--- src/rtl/ifetch_bridge_pkg.sv ---
// Instruction-fetch bridge shared types.
// Widths and FSM state encoding.
package ifetch_bridge_pkg;

  localparam int W_ADDR = 32;
  localparam int W_DATA = 32;

  typedef enum logic [1:0] {
    S_IDLE = 2'd0,
    S_ADDR = 2'd1,
    S_DATA = 2'd2,
    S_HOLD = 2'd3
  } ifetch_state_t;

  function automatic logic misaligned(
    input logic [W_ADDR-1:0] a
  );
    return a[1:0] != 2'b00;
  endfunction

endpackage

--- src/rtl/ifetch_bridge.sv ---
// PC-stage to SRAM-like bus fetch bridge.
// One outstanding fetch, flush-cancel, one-entry result buffer.
module ifetch_bridge
  import ifetch_bridge_pkg::*;
(
  input  logic              clk,
  input  logic              rst,
  input  logic              pc_req,
  input  logic [W_ADDR-1:0] pc_addr,
  input  logic              flush,
  input  logic              ds_ready,
  output logic              fetch_stall,
  output logic              inst_valid,
  output logic [W_ADDR-1:0] inst_pc,
  output logic [W_DATA-1:0] inst_data,
  output logic              inst_adel,
  output logic              bus_req,
  output logic [W_ADDR-1:0] bus_addr,
  input  logic              bus_addr_ok,
  input  logic              bus_data_ok,
  input  logic [W_DATA-1:0] bus_rdata
);

  ifetch_state_t     state_q, state_d;
  logic              cancel_q, cancel_d;
  logic [W_ADDR-1:0] bus_addr_q, bus_addr_d;
  logic [W_ADDR-1:0] inst_pc_q, inst_pc_d;
  logic [W_DATA-1:0] inst_data_q, inst_data_d;
  logic              inst_adel_q, inst_adel_d;

  logic st_idle, st_addr, st_data, st_hold;
  logic accept, cancel_now, data_done;

  assign st_idle = state_q == S_IDLE;
  assign st_addr = state_q == S_ADDR;
  assign st_data = state_q == S_DATA;
  assign st_hold = state_q == S_HOLD;

  assign accept = pc_req & ~flush
                & (st_idle | (st_hold & ds_ready));
  assign cancel_now = cancel_q | flush;
  assign data_done = bus_data_ok
                   & (st_data | (st_addr & bus_addr_ok));

  assign fetch_stall = pc_req
                     & (cancel_q | (~flush & ~accept));
  assign inst_valid  = st_hold;
  assign bus_req     = st_addr;
  assign bus_addr    = bus_addr_q;
  assign inst_pc     = inst_pc_q;
  assign inst_data   = inst_data_q;
  assign inst_adel   = inst_adel_q;

  // Next-state: bus handshake, cancel tracking, new fetch launch.
  always_comb begin
    state_d     = state_q;
    cancel_d    = cancel_q;
    bus_addr_d  = bus_addr_q;
    inst_pc_d   = inst_pc_q;
    inst_data_d = inst_data_q;
    inst_adel_d = inst_adel_q;
    unique case (1'b1)
      st_addr: begin
        cancel_d = cancel_now;
        if (bus_addr_ok) state_d = S_DATA;
      end
      st_data: cancel_d = cancel_now;
      st_hold: begin
        if (flush | ds_ready) state_d = S_IDLE;
      end
      default: ;
    endcase
    if (data_done) begin
      if (cancel_now) begin
        state_d  = S_IDLE;
        cancel_d = 1'b0;
      end else begin
        state_d     = S_HOLD;
        inst_data_d = bus_rdata;
      end
    end
    if (accept) begin
      inst_pc_d = pc_addr;
      if (misaligned(pc_addr)) begin
        state_d     = S_HOLD;
        inst_adel_d = 1'b1;
        inst_data_d = '0;
      end else begin
        state_d     = S_ADDR;
        bus_addr_d  = pc_addr;
        inst_adel_d = 1'b0;
      end
    end
  end

  // State and datapath registers.
  always_ff @(posedge clk or negedge rst) begin
    if (!rst) begin
      state_q     <= S_IDLE;
      cancel_q    <= 1'b0;
      bus_addr_q  <= '0;
      inst_pc_q   <= '0;
      inst_data_q <= '0;
      inst_adel_q <= 1'b0;
    end else begin
      state_q     <= state_d;
      cancel_q    <= cancel_d;
      bus_addr_q  <= bus_addr_d;
      inst_pc_q   <= inst_pc_d;
      inst_data_q <= inst_data_d;
      inst_adel_q <= inst_adel_d;
    end
  end

endmodule
--- config.mk ---
export PLATFORM = sky130hd
export DESIGN_NAME = ifetch_bridge
export DESIGN_NICKNAME = d
export VERILOG_FILES = /design/src/rtl/ifetch_bridge_pkg.sv /design/src/rtl/ifetch_bridge.sv
export SDC_FILE = /design/constraint.sdc
export NUM_CORES = 1
export LEC_CHECK = 0
export ABC_AREA = 1
export BUFFER_PORTS_ARGS = -buffer_cell sky130_fd_sc_hd__buf_4
export CORE_ASPECT_RATIO = 0.75
export CORE_UTILIZATION = 30
export DETAILED_ROUTE_END_ITERATION = 7
export GPL_ROUTABILITY_DRIVEN = 1
export PLACE_DENSITY_LB_ADDON = 0.08
export SYNTH_ARGS = -nofsm -noshare
export SYNTH_HDL_FRONTEND = slang
export SYNTH_SLANG_ARGS = --single-unit
--- constraint.sdc ---
create_clock -name clk -period 1.85 [get_ports clk]
set_input_delay 0.185 -clock clk [delete_from_list [all_inputs] [get_ports clk]]
set_output_delay 0.185 -clock clk [all_outputs]
set_load 0.05 [all_outputs]
==> metrics.txt, run 1 <==
run status finished clean; maximum clock path buffer count 2; syn_area_per_cell 9.09 sq um; parity-gate share of the synthesized area counting xor and xnor cells 0%; clock buffer count from CTS 9; 1st-iter DRT viols 146; path category of the worst min-delay check input port to flip-flop; nature of the critical path endpoint output port; fraction of synthesis flops using an asynchronous set or reset pin 100%; Cell Count, Final, Fillers Out 861; crit path max-delay cell type sky130_fd_sc_hd__dfrtp_1; dpl ws -2.00 ps; Max-cap violations 0; worst-case register-to-register setup slack 190 ps; via count of the first global-routing pass 3461; share of the clock period used by the worst path 90.5%; Placeable Area 14500 sq um; net count of the mapped netlist 563; global-route wire length before repair 18000 um; setup TNS 0 ps; number of cells in the design after placement 842; count of cell types in the netlist 23; antenna violations before repair 0; remaining global-route overflow 0; area share of fa/ha/maj cells after synthesis 1.13%; register bit count reported by yosys 100; fin. max-slew vios 0; global-route usage over all layers 15.4%; gpl congestion 0.779; clock latency of the later-clocked register in the worst-skew pair 340 ps; Post-Synth Simple-Gate Area 34.2%; CP Cell Sequence inv_1 -> ha_1 -> inv_1 -> nand3_1 -> o21ai_0 -> buf_4; worst stage delay on the critical path 400 ps; Worst Setup Path Type flip-flop to output port; count of buffering cells on the critical path with inverters included 3; Post-Synthesis Cell Area 4440 sq um; die area 15300 sq um; effective utilization at floorplan 30.7%; startpoint type of the worst setup path flip-flop; PnR worst setup slack 175 ps; count of final setup violators 0; number of rows in the core area 38; Die Y-Extent 107 um; Synth-to-Final Area Change 40.9%; final critical path time including I/O delays and setup 1670 ps; CTS tree yes; final net count 731; cell class contributing the biggest share of worst-path delay flip-flops; compound-gate portion of the synthesized area 0.113%; horizontal die dimension 142 um; number of diodes 0; Final HPWL DP 7690 um; Via-to-Cell Ratio 4.13; post-detailed-route DRC marker count 0; RSZ-0062 raised after global routing false; final routed wirelength across all metal layers 11300 um; Post-Syn Instances 488; arrival time at the worst endpoint 1490 ps; most instantiated flip-flop cell in the synthesis netlist sky130_fd_sc_hd__dfrtp_1; final-layout worst hold slack 44.0 ps; worst-margin pin slew 557 ps; Routed Antenna Nets 0; maximum operating frequency 597 MHz; static leakage 3.55 nW; top fanout value on the critical path 4; final standard cell utilization of the core 43.2%; total I/O pin count 171; CTS Root Cell sky130_fd_sc_hd__clkbuf_16; number of detailed-routing iterations run before antenna repair 4; Yosys warnings 0; max_slew headroom 62.9%; clock-pin slew reported for the worst setup and hold paths after clock tree synthesis 70 ps; maximum clock skew at final layout 5.45 ps; layout cells sized above 1 35.7%; multiplexer fraction of the synthesized cell area 0%; IO Port Bufs 170; sequential fraction of the synthesis area 56.4%; routed length per placed instance 13.1 um; power per standard cell area 2060 nW/um^2; clock sinks 100; most frequent cell on the critical path sky130_fd_sc_hd__inv_1; Max IR drop VDD 0.00115 V; count of vias placed by the detailed router 3554; Req. time, crit path 1660 ps; main combinational cell family by area after synthesis simple AND/OR/NAND/NOR gates; EDFF count, synth 0; maximum number of pins on one net before global-route repair 101; final hold violation count 0; htree depth 3
stage by stage:
| stage | instance area (sq um) | total power [mW] |
|---|---|---|
| after global placement | 5860 | 10.8 |
| after global routing | 6250 | 13.6 |
| after detailed placement | 5860 | 10.9 |
| after floorplan | 4440 | 8.71 |
| final | 6250 | 12.9 |
| after CTS | 6210 | 13.0 |
synthesized netlist by cell type, types with 2 or more instances:
master	count	share of area, %
sky130_fd_sc_hd__ha_1	4	1.1
sky130_fd_sc_hd__dfrtp_1	100	56
sky130_fd_sc_hd__buf_12	3	1.4
sky130_fd_sc_hd__nand2_1	232	20
sky130_fd_sc_hd__nand2_4	2	0.51
sky130_fd_sc_hd__nor2_1	36	3.0
sky130_fd_sc_hd__inv_1	43	3.6
sky130_fd_sc_hd__buf_2	13	1.5
sky130_fd_sc_hd__nor3b_1	2	0.34
sky130_fd_sc_hd__nand2_2	2	0.28
sky130_fd_sc_hd__nor3b_2	30	8.5
sky130_fd_sc_hd__buf_6	5	1.3
sky130_fd_sc_hd__nand3_1	6	0.68
sequential cells by signal (all words and copies together), names as in the netlist:
| signal | flops |
|---|---|
| inst_data | 32 |
| inst_pc | 32 |
| inst_adel | 1 |
| bus_addr | 32 |
| cancel_q | 1 |
| state_q | 2 |
repair_timing:
action                                 CTS  global route
hold buffers                             1             0
resized for setup                        0             4
pin swaps                                2             1
endpoints found under the hold margin  100             0
cloned                                   1             0
setup endpoints to repair                3            48
buffers inserted                         0             1
cell usage in the layout, fill, tap and decap left out, drive strengths merged:
master	count
clkbuf	9
dfrtp	100
nand4	1
ha	4
inv	46
nor2	40
nand3	7
dlygate4sd3	1
clkinvlp	2
buf	178
nor3b	32
clkinv	2
o21ai	1
nand2	236
bufinv	2
metal layers:
layer | track usage [%] | wire (um) | vias up | share of wire, %
met5 | 0 | 0 | - | 0
met4 | 3.92 | 93 | 0 | 0.82
met3 | 4.85 | 787 | 7 | 7.0
met2 | 23.1 | 5050 | 100 | 45
met1 | 21.4 | 5350 | 1651 | 47
li1 | - | - | 1796 | -
worst reg2reg max path, cell delays in order (launching register included):
cell                      delay, ps
sky130_fd_sc_hd__dfrtp_1        400
sky130_fd_sc_hd__ha_2           250
sky130_fd_sc_hd__nand2_2         70
sky130_fd_sc_hd__nand2_2        100
sky130_fd_sc_hd__nand2_8        120
sky130_fd_sc_hd__inv_4          120
sky130_fd_sc_hd__buf_4          350
sky130_fd_sc_hd__nor2_1          80
sky130_fd_sc_hd__nor2_1         100
cells by family (layout without fill, tap and decap cells):
kind of cell	Yosys count	count (layout)
DFF	100	100
AOI/OAI and AO/OA	1	1
and+or+nand+nor	315	316
adders and majority gates	4	4
buffers and inverters	68	240
worst paths after layout:
check / start / end / depth (start not counted)
min in group asynchronous: rst / bus_addr[4]$_DFFE_PN0P_ / 3
hold / removal: pc_addr[17] / bus_addr[17]$_DFFE_PN0P_ / 3
setup reg to reg: state_q[0]$_DFFE_PN0P_ / inst_adel$_DFFE_PN0P_ / 8
max in group asynchronous: rst / inst_data[1]$_DFF_PN0_ / 3
hold reg to reg: bus_addr[0]$_DFFE_PN0P_ / bus_addr[0]$_DFFE_PN0P_ / 2
setup / recovery: state_q[0]$_DFFE_PN0P_ / fetch_stall / 6
area by class of cell:
class / instances / area, sq um
Tap cell: 200 / 250
Clock inverter: 7 / 100
Timing Repair Buffer: 179 / 1400
Clock buffer: 9 / 225
Multi-Input combinational cell: 321 / 1600
Inverter: 45 / 171
Sequential cell: 100 / 2500
Fill cell: 1501 / 8200
power by group:
group,switching (mW),leakage (nW),internal [mW]
clock network,0.851,0.154,1.20
registers,0.583,1.25,3.16
logic,4.90,2.15,2.19
total,6.34,3.55,6.55
Note: power is estimated with default switching activity, not from simulation.
==> run 2: changes to the inputs <==
--- a/config.mk
+++ b/config.mk
@@ -7,7 +7,7 @@
 export LEC_CHECK = 0
 export ABC_AREA = 1
 export BUFFER_PORTS_ARGS = -buffer_cell sky130_fd_sc_hd__buf_4
-export CORE_ASPECT_RATIO = 0.75
+export CORE_ASPECT_RATIO = 1.75
 export CORE_UTILIZATION = 30
 export DETAILED_ROUTE_END_ITERATION = 7
 export GPL_ROUTABILITY_DRIVEN = 1
==> constraint.sdc (replaced) <==
create_clock -name clk -period 1.5 [get_ports clk]
set_input_delay 0.15 -clock clk [delete_from_list [all_inputs] [get_ports clk]]
set_output_delay 0.15 -clock clk [all_outputs]
set_load 0.05 [all_outputs]
==> run 2 against run 1 <==
  * The flow now finishes with violations (setup timing)
  * Worst setup slack got worse by 320 ps
  * Utilization rose by 6.2 points
  * Register-to-register slack got worse by 340 ps
  * Flip-flop and latch count did not move
  * Wire length rose by 17%
  * Clock skew rose by 2.0 ps
  * Critical path type is now flip-flop to flip-flop
  * Largest cell class unchanged
  * Largest power group unchanged
==> metrics.txt, run 2 (synthesis gave the netlist of run 1 again) <==
run status finished, violations left; failing checks setup timing; PnR worst setup slack -150 ps (-325 ps); final-layout worst hold slack 7.66 ps (-36.3 ps); worst hold path endpoint inst_pc[9]$_DFFE_PN0P_; number of cells in the design after placement 832 (-1.2%); global-route usage over all layers 17.2% (+1.8 points); maximum clock skew at final layout 7.43 ps (+1.98 ps); CTS tree yes; 1st-iter DRT viols 90 (-38%); Clock power frac 13.5% (-2.4 points); nature of the critical path endpoint flip-flop; RR Endpoint inst_data[26]$_DFF_PN0_; most frequent cell on the critical path sky130_fd_sc_hd__nand2_4; share of the clock period used by the worst path 110%; share of total power consumed by net switching 49.5% (+0.30 points); commonest cells after routing, fill and taps aside 221 x sky130_fd_sc_hd__nand2_1, 178 x sky130_fd_sc_hd__buf_4, 98 x sky130_fd_sc_hd__dfrtp_1, 39 x sky130_fd_sc_hd__inv_1, 32 x sky130_fd_sc_hd__nor3b_2; total I/O pin count 171 (unchanged); final hold violation count 0 (unchanged); CP Cell Sequence inv_2 -> buf_6 -> ha_4 -> nand2_4 -> nand2_4 -> nand3_4 -> buf_12 -> clkbuf_16 -> nor2_4 -> nor3b_2; Req. time, crit path 1710 ps (+50 ps); net switching power of the design 8.25 mW (+30%); worst-case register-to-register setup slack -150 ps (-340 ps); RSZ-0062 raised after global routing true; maximum number of pins on one net before global-route repair 101 (unchanged); number of rows in the core area 58 (+53%); remaining global-route overflow 0 (unchanged); Worst Setup Path Type flip-flop to flip-flop; Routed Antenna Nets 0 (unchanged); count of vias placed by the detailed router 3859 (+8.6%); maximum operating frequency 606 MHz; clock buffer count from CTS 9 (unchanged); power per standard cell area 2330 nW/um^2 (+13%); fin. max-slew vios 0 (unchanged); via count of the first global-routing pass 3924 (+13%); htree depth 3 (unchanged); setup TNS -5360 ps (-5360 ps); final net count 774 (+5.9%); max_slew headroom 62.1% (-0.74 points); number of detailed-routing iterations run before antenna repair 4 (unchanged); Max-cap violations 0 (unchanged); antenna violations before repair 0 (unchanged); final routed wirelength across all metal layers 13200 um (+17%); count of final setup violators 78 (+78); origin of the critical flop-to-flop path state_q[1]$_DFFE_PN0P_; effective utilization at floorplan 30.7% (about the same); startpoint type of the worst setup path flip-flop; internal portion of total power 8.43 mW (+29%); top fanout value on the critical path 6 (+2); Seq pwr share 27.8% (-1.2 points); CTS Root Cell sky130_fd_sc_hd__clkbuf_16; Via-to-Cell Ratio 4.37 (+5.8%); fill cell total of the finished layout 1386 (-7.7%); Cell Count, Final, Fillers Out 884 (+2.7%); horizontal die dimension 93.9 um (-34%); startpoint of the tightest hold check path pc_addr[9]; static leakage 3.89 nW (+9.4%); path depth of the worst reg2reg path 10 (+2); total area of multi-input combinational cells 1890 sq um (+18%); total power draw 16.7 mW (+29%); layout cells sized above 1 45.9% (+10 points); Hold Path Stages 3 (unchanged); Max IR drop VDD 0.00110 V (-4.4%); crit path max-delay cell type sky130_fd_sc_hd__dfrtp_2; worst-margin pin slew 568 ps (+11.1 ps); path category of the worst min-delay check input port to flip-flop; gpl congestion 0.774 (-0.72%); IO Port Bufs 170 (unchanged); maximum clock path buffer count 2 (unchanged); Die Y-Extent 163 um (+52%); routed length per placed instance 14.9 um (+14%); global-route wire length before repair 20100 um (+12%); number of diodes 0 (unchanged); Synth-to-Final Area Change 61.1%; Placeable Area 14400 sq um (about the same); clock sinks 100 (unchanged); cell class contributing the biggest share of worst-path delay buffers and inverters; worst stage delay on the critical path 450 ps (+50 ps); post-detailed-route DRC marker count 0 (unchanged); Final HPWL DP 7870 um (+2.4%); clock latency of the later-clocked register in the worst-skew pair 350 ps (about the same); clock-pin slew reported for the worst setup and hold paths after clock tree synthesis 80 ps (about the same); most common library cell in the layout ignoring fill and taps sky130_fd_sc_hd__nand2_1; final critical path time including I/O delays and setup 1650 ps; arrival time at the worst endpoint 1860 ps (+370 ps); logic gate share of total power 58.8% (+3.7 points); die area 15300 sq um (about the same); Reg area 2500 sq um (about the same); count of buffering cells on the critical path with inverters included 4 (+1)
[run 2: cell types whose count changed in the layout (fill, tap and decap cells not counted), moves of 5 or more]
cell	delta
sky130_fd_sc_hd__buf_12	+6
sky130_fd_sc_hd__buf_16	+5
sky130_fd_sc_hd__buf_4	+5
sky130_fd_sc_hd__buf_6	+8
sky130_fd_sc_hd__dlygate4sd3_1	+13
sky130_fd_sc_hd__nand2_1	-11
sky130_fd_sc_hd__nand2_2	+8
sky130_fd_sc_hd__nor2_1	-33
sky130_fd_sc_hd__nor2_2	+17
sky130_fd_sc_hd__nor2_4	+16
[run 2: worst reg2reg max path, cell delays in order (launching register included)]
cell	delay [ps]
sky130_fd_sc_hd__dfrtp_2	450
sky130_fd_sc_hd__inv_2	100
sky130_fd_sc_hd__buf_6	100
sky130_fd_sc_hd__ha_4	130
sky130_fd_sc_hd__nand2_4	50
sky130_fd_sc_hd__nand2_4	60
sky130_fd_sc_hd__nand3_4	90
sky130_fd_sc_hd__buf_12	170
sky130_fd_sc_hd__clkbuf_16	190
sky130_fd_sc_hd__nor2_4	120
sky130_fd_sc_hd__nor3b_2	50
[run 2: worst max-delay path by stage]
stage          slack (ps)  cells past startpoint                 endpoint                   start
5_1_grt              -200                     10  inst_data[26]$_DFF_PN0_  state_q[1]$_DFFE_PN0P_
6_report             -150                     10  inst_data[26]$_DFF_PN0_  state_q[1]$_DFFE_PN0P_
3_5_place_dp         -230                      7   inst_data[0]$_DFF_PN0_  state_q[0]$_DFFE_PN0P_
3_3_place_gp         -190                      7  inst_data[31]$_DFF_PN0_  state_q[0]$_DFFE_PN0P_
2_1_floorplan          -2                      9  inst_data[15]$_DFF_PN0_  state_q[1]$_DFFE_PN0P_
4_1_cts              -130                      7              fetch_stall  state_q[1]$_DFFE_PN0P_
[run 2: cell type report]
cell class                 instances  share of cell area, %
tap                              180                   3.15
sequential                       100                   35.0
multi-input combinational        321                   26.4
timing repair buffer             222                   28.9
clock buffer                       9                   3.15
clock inverter                     7                  0.805
inverter                          45                   2.57
[run 2: power by group through the flow]
stage	clock network (mW)	registers (mW)	logic (mW)
finish	2.25	4.63	9.80
global route	2.44	4.78	10.4
CTS	2.34	4.64	9.52
detailed placement	0	4.66	9.01
global placement	0	4.63	8.93
floorplan	0	8.62	2.24
[run 2: metal layers]
| metal | track usage [%] | up-vias | wire length (um) |
|---|---|---|---|
| met4 | 5.94 | 0 | 280 |
| met2 | 29.7 | 124 | 7080 |
| li1 | - | 1884 | - |
| met5 | 0 | - | 0 |
| met3 | 4.86 | 18 | 824 |
| met1 | 20.0 | 1833 | 5020 |
[run 2: timing repair]
item / in CTS / in global routing
setup buffers: 8 / 3
hold endpoints to repair: 120 / 0
pin swaps: 3 / 6
setup endpoints to repair: 70 / 100
hold buffers: 14 / 0
gates resized for setup: 39 / 36
cloned: 7 / 4
[run 2: through the flow]
step / setup slack [ps] / area (sq um) / utilization, %
finish: -150 / 7150 / 49.5
global route: -199 / 7150 / 49.5
CTS: -126 / 6880 / 47.6
detailed placement: -227 / 6040 / 41.8
global placement: -192 / 6040 / 41.8
floorplan: -2.14 / 4560 / -
==> run 3: changes to the inputs <==
--- a/config.mk
+++ b/config.mk
@@ -11,7 +11,7 @@
 export CORE_UTILIZATION = 30
 export DETAILED_ROUTE_END_ITERATION = 7
 export GPL_ROUTABILITY_DRIVEN = 1
-export PLACE_DENSITY_LB_ADDON = 0.08
+export PLACE_DENSITY = 0.64
 export SYNTH_ARGS = -nofsm -noshare
 export SYNTH_HDL_FRONTEND = slang
 export SYNTH_SLANG_ARGS = --single-unit
==> run 3 against run 2 <==
  * The run still ends with setup timing left
  * Clock-buffer cell count stayed put
  * Worst setup slack better by 23 ps
  * Via count is 2.3% higher
  * First-iteration DRC count is 48% higher
  * Critical path type is now flip-flop to output port
  * Clock skew is 2.3 ps lower
==> metrics.txt, run 3 (synthesis gave the netlist of run 1 again) <==
CTS tree yes; clock-pin slew reported for the worst setup and hold paths after clock tree synthesis 70 ps (about the same); final-layout worst hold slack 14.5 ps (+6.86 ps); arrival time at the worst endpoint 1480 ps (-380 ps); setup TNS -4930 ps (+426 ps); 1st-iter DRT viols 133 (+48%); via count of the first global-routing pass 4006 (+2.1%); maximum clock skew at final layout 5.13 ps (-2.30 ps); count of buffering cells on the critical path with inverters included 2 (-2); IO Port Bufs 170 (unchanged); worst-margin pin slew 590 ps (+21.9 ps); final net count 798 (+3.1%); antenna violations before repair 0 (unchanged); run status finished, violations left; PnR worst setup slack -127 ps (+22.7 ps); share of the clock period used by the worst path 108% (-1.5 points); horizontal die dimension 93.9 um (unchanged); clock sinks 100 (unchanged); layout cells sized above 1 49.1% (+3.2 points); count of vias placed by the detailed router 3949 (+2.3%); top fanout value on the critical path 3 (-3); Worst Setup Path Type flip-flop to output port; CP Depth 6 (-4); Placeable Area 14400 sq um (unchanged); effective utilization at floorplan 30.7% (unchanged); Max IR drop VDD 0.00146 V (+33%); Routed Antenna Nets 0 (unchanged); fraction of met2 tracks used by global routing 32.6% (+2.9 points); number of rows in the core area 58 (unchanged); Max-cap violations 0 (unchanged); htree depth 3 (unchanged); final hold violation count 0 (unchanged); most frequent cell on the critical path sky130_fd_sc_hd__buf_6; final critical path time including I/O delays and setup 1630 ps (-22.7 ps); RR Endpoint inst_data[28]$_DFF_PN0_; origin of the critical flop-to-flop path state_q[0]$_DFFE_PN0P_; layer carrying the most global-route usage met2; final standard cell utilization of the core 51.6% (+2.1 points); dpl ws -236 ps (-9.19 ps); number of detailed-routing iterations run before antenna repair 4 (unchanged); global-route usage over all layers 17.1% (-0.028 points); Die Y-Extent 163 um (unchanged); Req. time, crit path 1350 ps (-360 ps); most common library cell in the layout ignoring fill and taps sky130_fd_sc_hd__nand2_1; total I/O pin count 171 (unchanged); routed length per placed instance 14.9 um (about the same); Via-to-Cell Ratio 4.35 (-0.26%); met3 Resource Use GR 4.30% (-0.56 points); maximum operating frequency 615 MHz (+1.4%); CTS Root Cell sky130_fd_sc_hd__clkbuf_16; count of final setup violators 84 (+7.7%); RSZ-0062 raised after global routing true; worst stage delay on the critical path 450 ps (about the same); max_slew headroom 60.7% (-1.5 points); Final HPWL DP 8240 um (+4.7%); worst-case register-to-register setup slack -110 ps (+40 ps); gpl congestion 0.754 (-2.5%); fin. max-slew vios 0 (unchanged); startpoint type of the worst setup path flip-flop; clock latency of the later-clocked register in the worst-skew pair 340 ps (about the same); number of diodes 0 (unchanged); end point of the critical path fetch_stall; crit path launch state_q[0]$_DFFE_PN0P_; commonest cells after routing, fill and taps aside 200 x sky130_fd_sc_hd__nand2_1, 179 x sky130_fd_sc_hd__buf_4, 99 x sky130_fd_sc_hd__dfrtp_1, 39 x sky130_fd_sc_hd__inv_1, 30 x sky130_fd_sc_hd__nor3b_2; path depth of the worst reg2reg path 9 (-1); failing checks setup timing; maximum number of pins on one net before global-route repair 101 (unchanged); remaining global-route overflow 0 (unchanged); cell class contributing the biggest share of worst-path delay flip-flops; final routed wirelength across all metal layers 13600 um (+2.6%); total power draw 17.1 mW (+2.3%); nature of the critical path endpoint output port; static leakage 4.03 nW (+3.6%); post-detailed-route DRC marker count 0 (unchanged); die area 15300 sq um (unchanged); maximum clock path buffer count 2 (unchanged); routing usage on met1 18.0% (-2.0 points); CP Cell Sequence buf_6 -> ha_4 -> nand2_4 -> nand3_2 -> o21ai_2 -> buf_6; fill cell total of the finished layout 1326 (-4.3%); Synth-to-Final Area Change 67.8%; crit path max-delay cell type sky130_fd_sc_hd__dfrtp_2; power per standard cell area 2290 nW/um^2 (-1.8%); clock buffer count from CTS 9 (unchanged); path category of the worst min-delay check input port to flip-flop; global-route wire length before repair 20100 um (-0.17%)
## run 3: through the flow
step / cell area (sq um) / std cells
global route: 7450 / 907
finish: 7450 / 907
CTS: 7000 / 894
floorplan: 4560 / 488
detailed placement: 6050 / 835
global placement: 6050 / 835
## run 3: how the worst min path moves through the flow
| stage | from | end | slack, ps | depth (start not counted) |
|---|---|---|---|---|
| 3_3_place_gp | rst | inst_data[9]$_DFF_PN0_ | 250 | 2 |
| 3_5_place_dp | rst | inst_data[5]$_DFF_PN0_ | 260 | 2 |
| 5_1_grt | pc_addr[7] | bus_addr[7]$_DFFE_PN0P_ | 10 | 3 |
| 4_1_cts | pc_addr[7] | inst_pc[7]$_DFFE_PN0P_ | 0.4 | 3 |
| 6_report | pc_addr[14] | inst_pc[14]$_DFFE_PN0P_ | 10 | 3 |
| 2_1_floorplan | rst | bus_addr[0]$_DFFE_PN0P_ | -150 | 0 |
## run 3: routing by layer
layer,up-vias,share of wire (%)
met5,-,0
met3,15,5.1
met4,0,1.4
met1,1867,36
li1,1936,-
met2,131,57
## run 3: report_power, final
part           switching, mW  leakage [nW]  internal (mW)
sequential             0.724          1.25           3.90
clock                   1.09         0.140           1.16
combinational           6.59          2.64           3.61
total                   8.40          4.03           8.67
## run 3: what timing repair did
item / CTS / global route
setup endpoints to repair: 91 / 99
endpoints found under the hold margin: 130 / 0
setup buffers: 16 / 9
hold buffers: 23 / 0
gates resized for setup: 36 / 71
cloned: 6 / 8
pin swaps: 5 / 18
## run 3: worst register-to-register path, stage by stage, from the launching register on
cell                      delay (ps)
sky130_fd_sc_hd__dfrtp_2         450
sky130_fd_sc_hd__buf_6           140
sky130_fd_sc_hd__ha_4            160
sky130_fd_sc_hd__nand2_4          70
sky130_fd_sc_hd__nand2_4          60
sky130_fd_sc_hd__nand3_4         130
sky130_fd_sc_hd__buf_6           160
sky130_fd_sc_hd__buf_12          140
sky130_fd_sc_hd__nand2_2          50
sky130_fd_sc_hd__nor3b_2         140
## run 3: layout make-up
type	count	area (sq um)	share of cell area [%]
clock buffers	9	225	3.02
clock inverters	6	57.6	0.773
inverters	45	181	2.44
multi-input cells	321	1930	25.9
flip-flops and latches	100	2500	33.6
well taps	180	225	3.02
repair buffers	246	2330	31.2
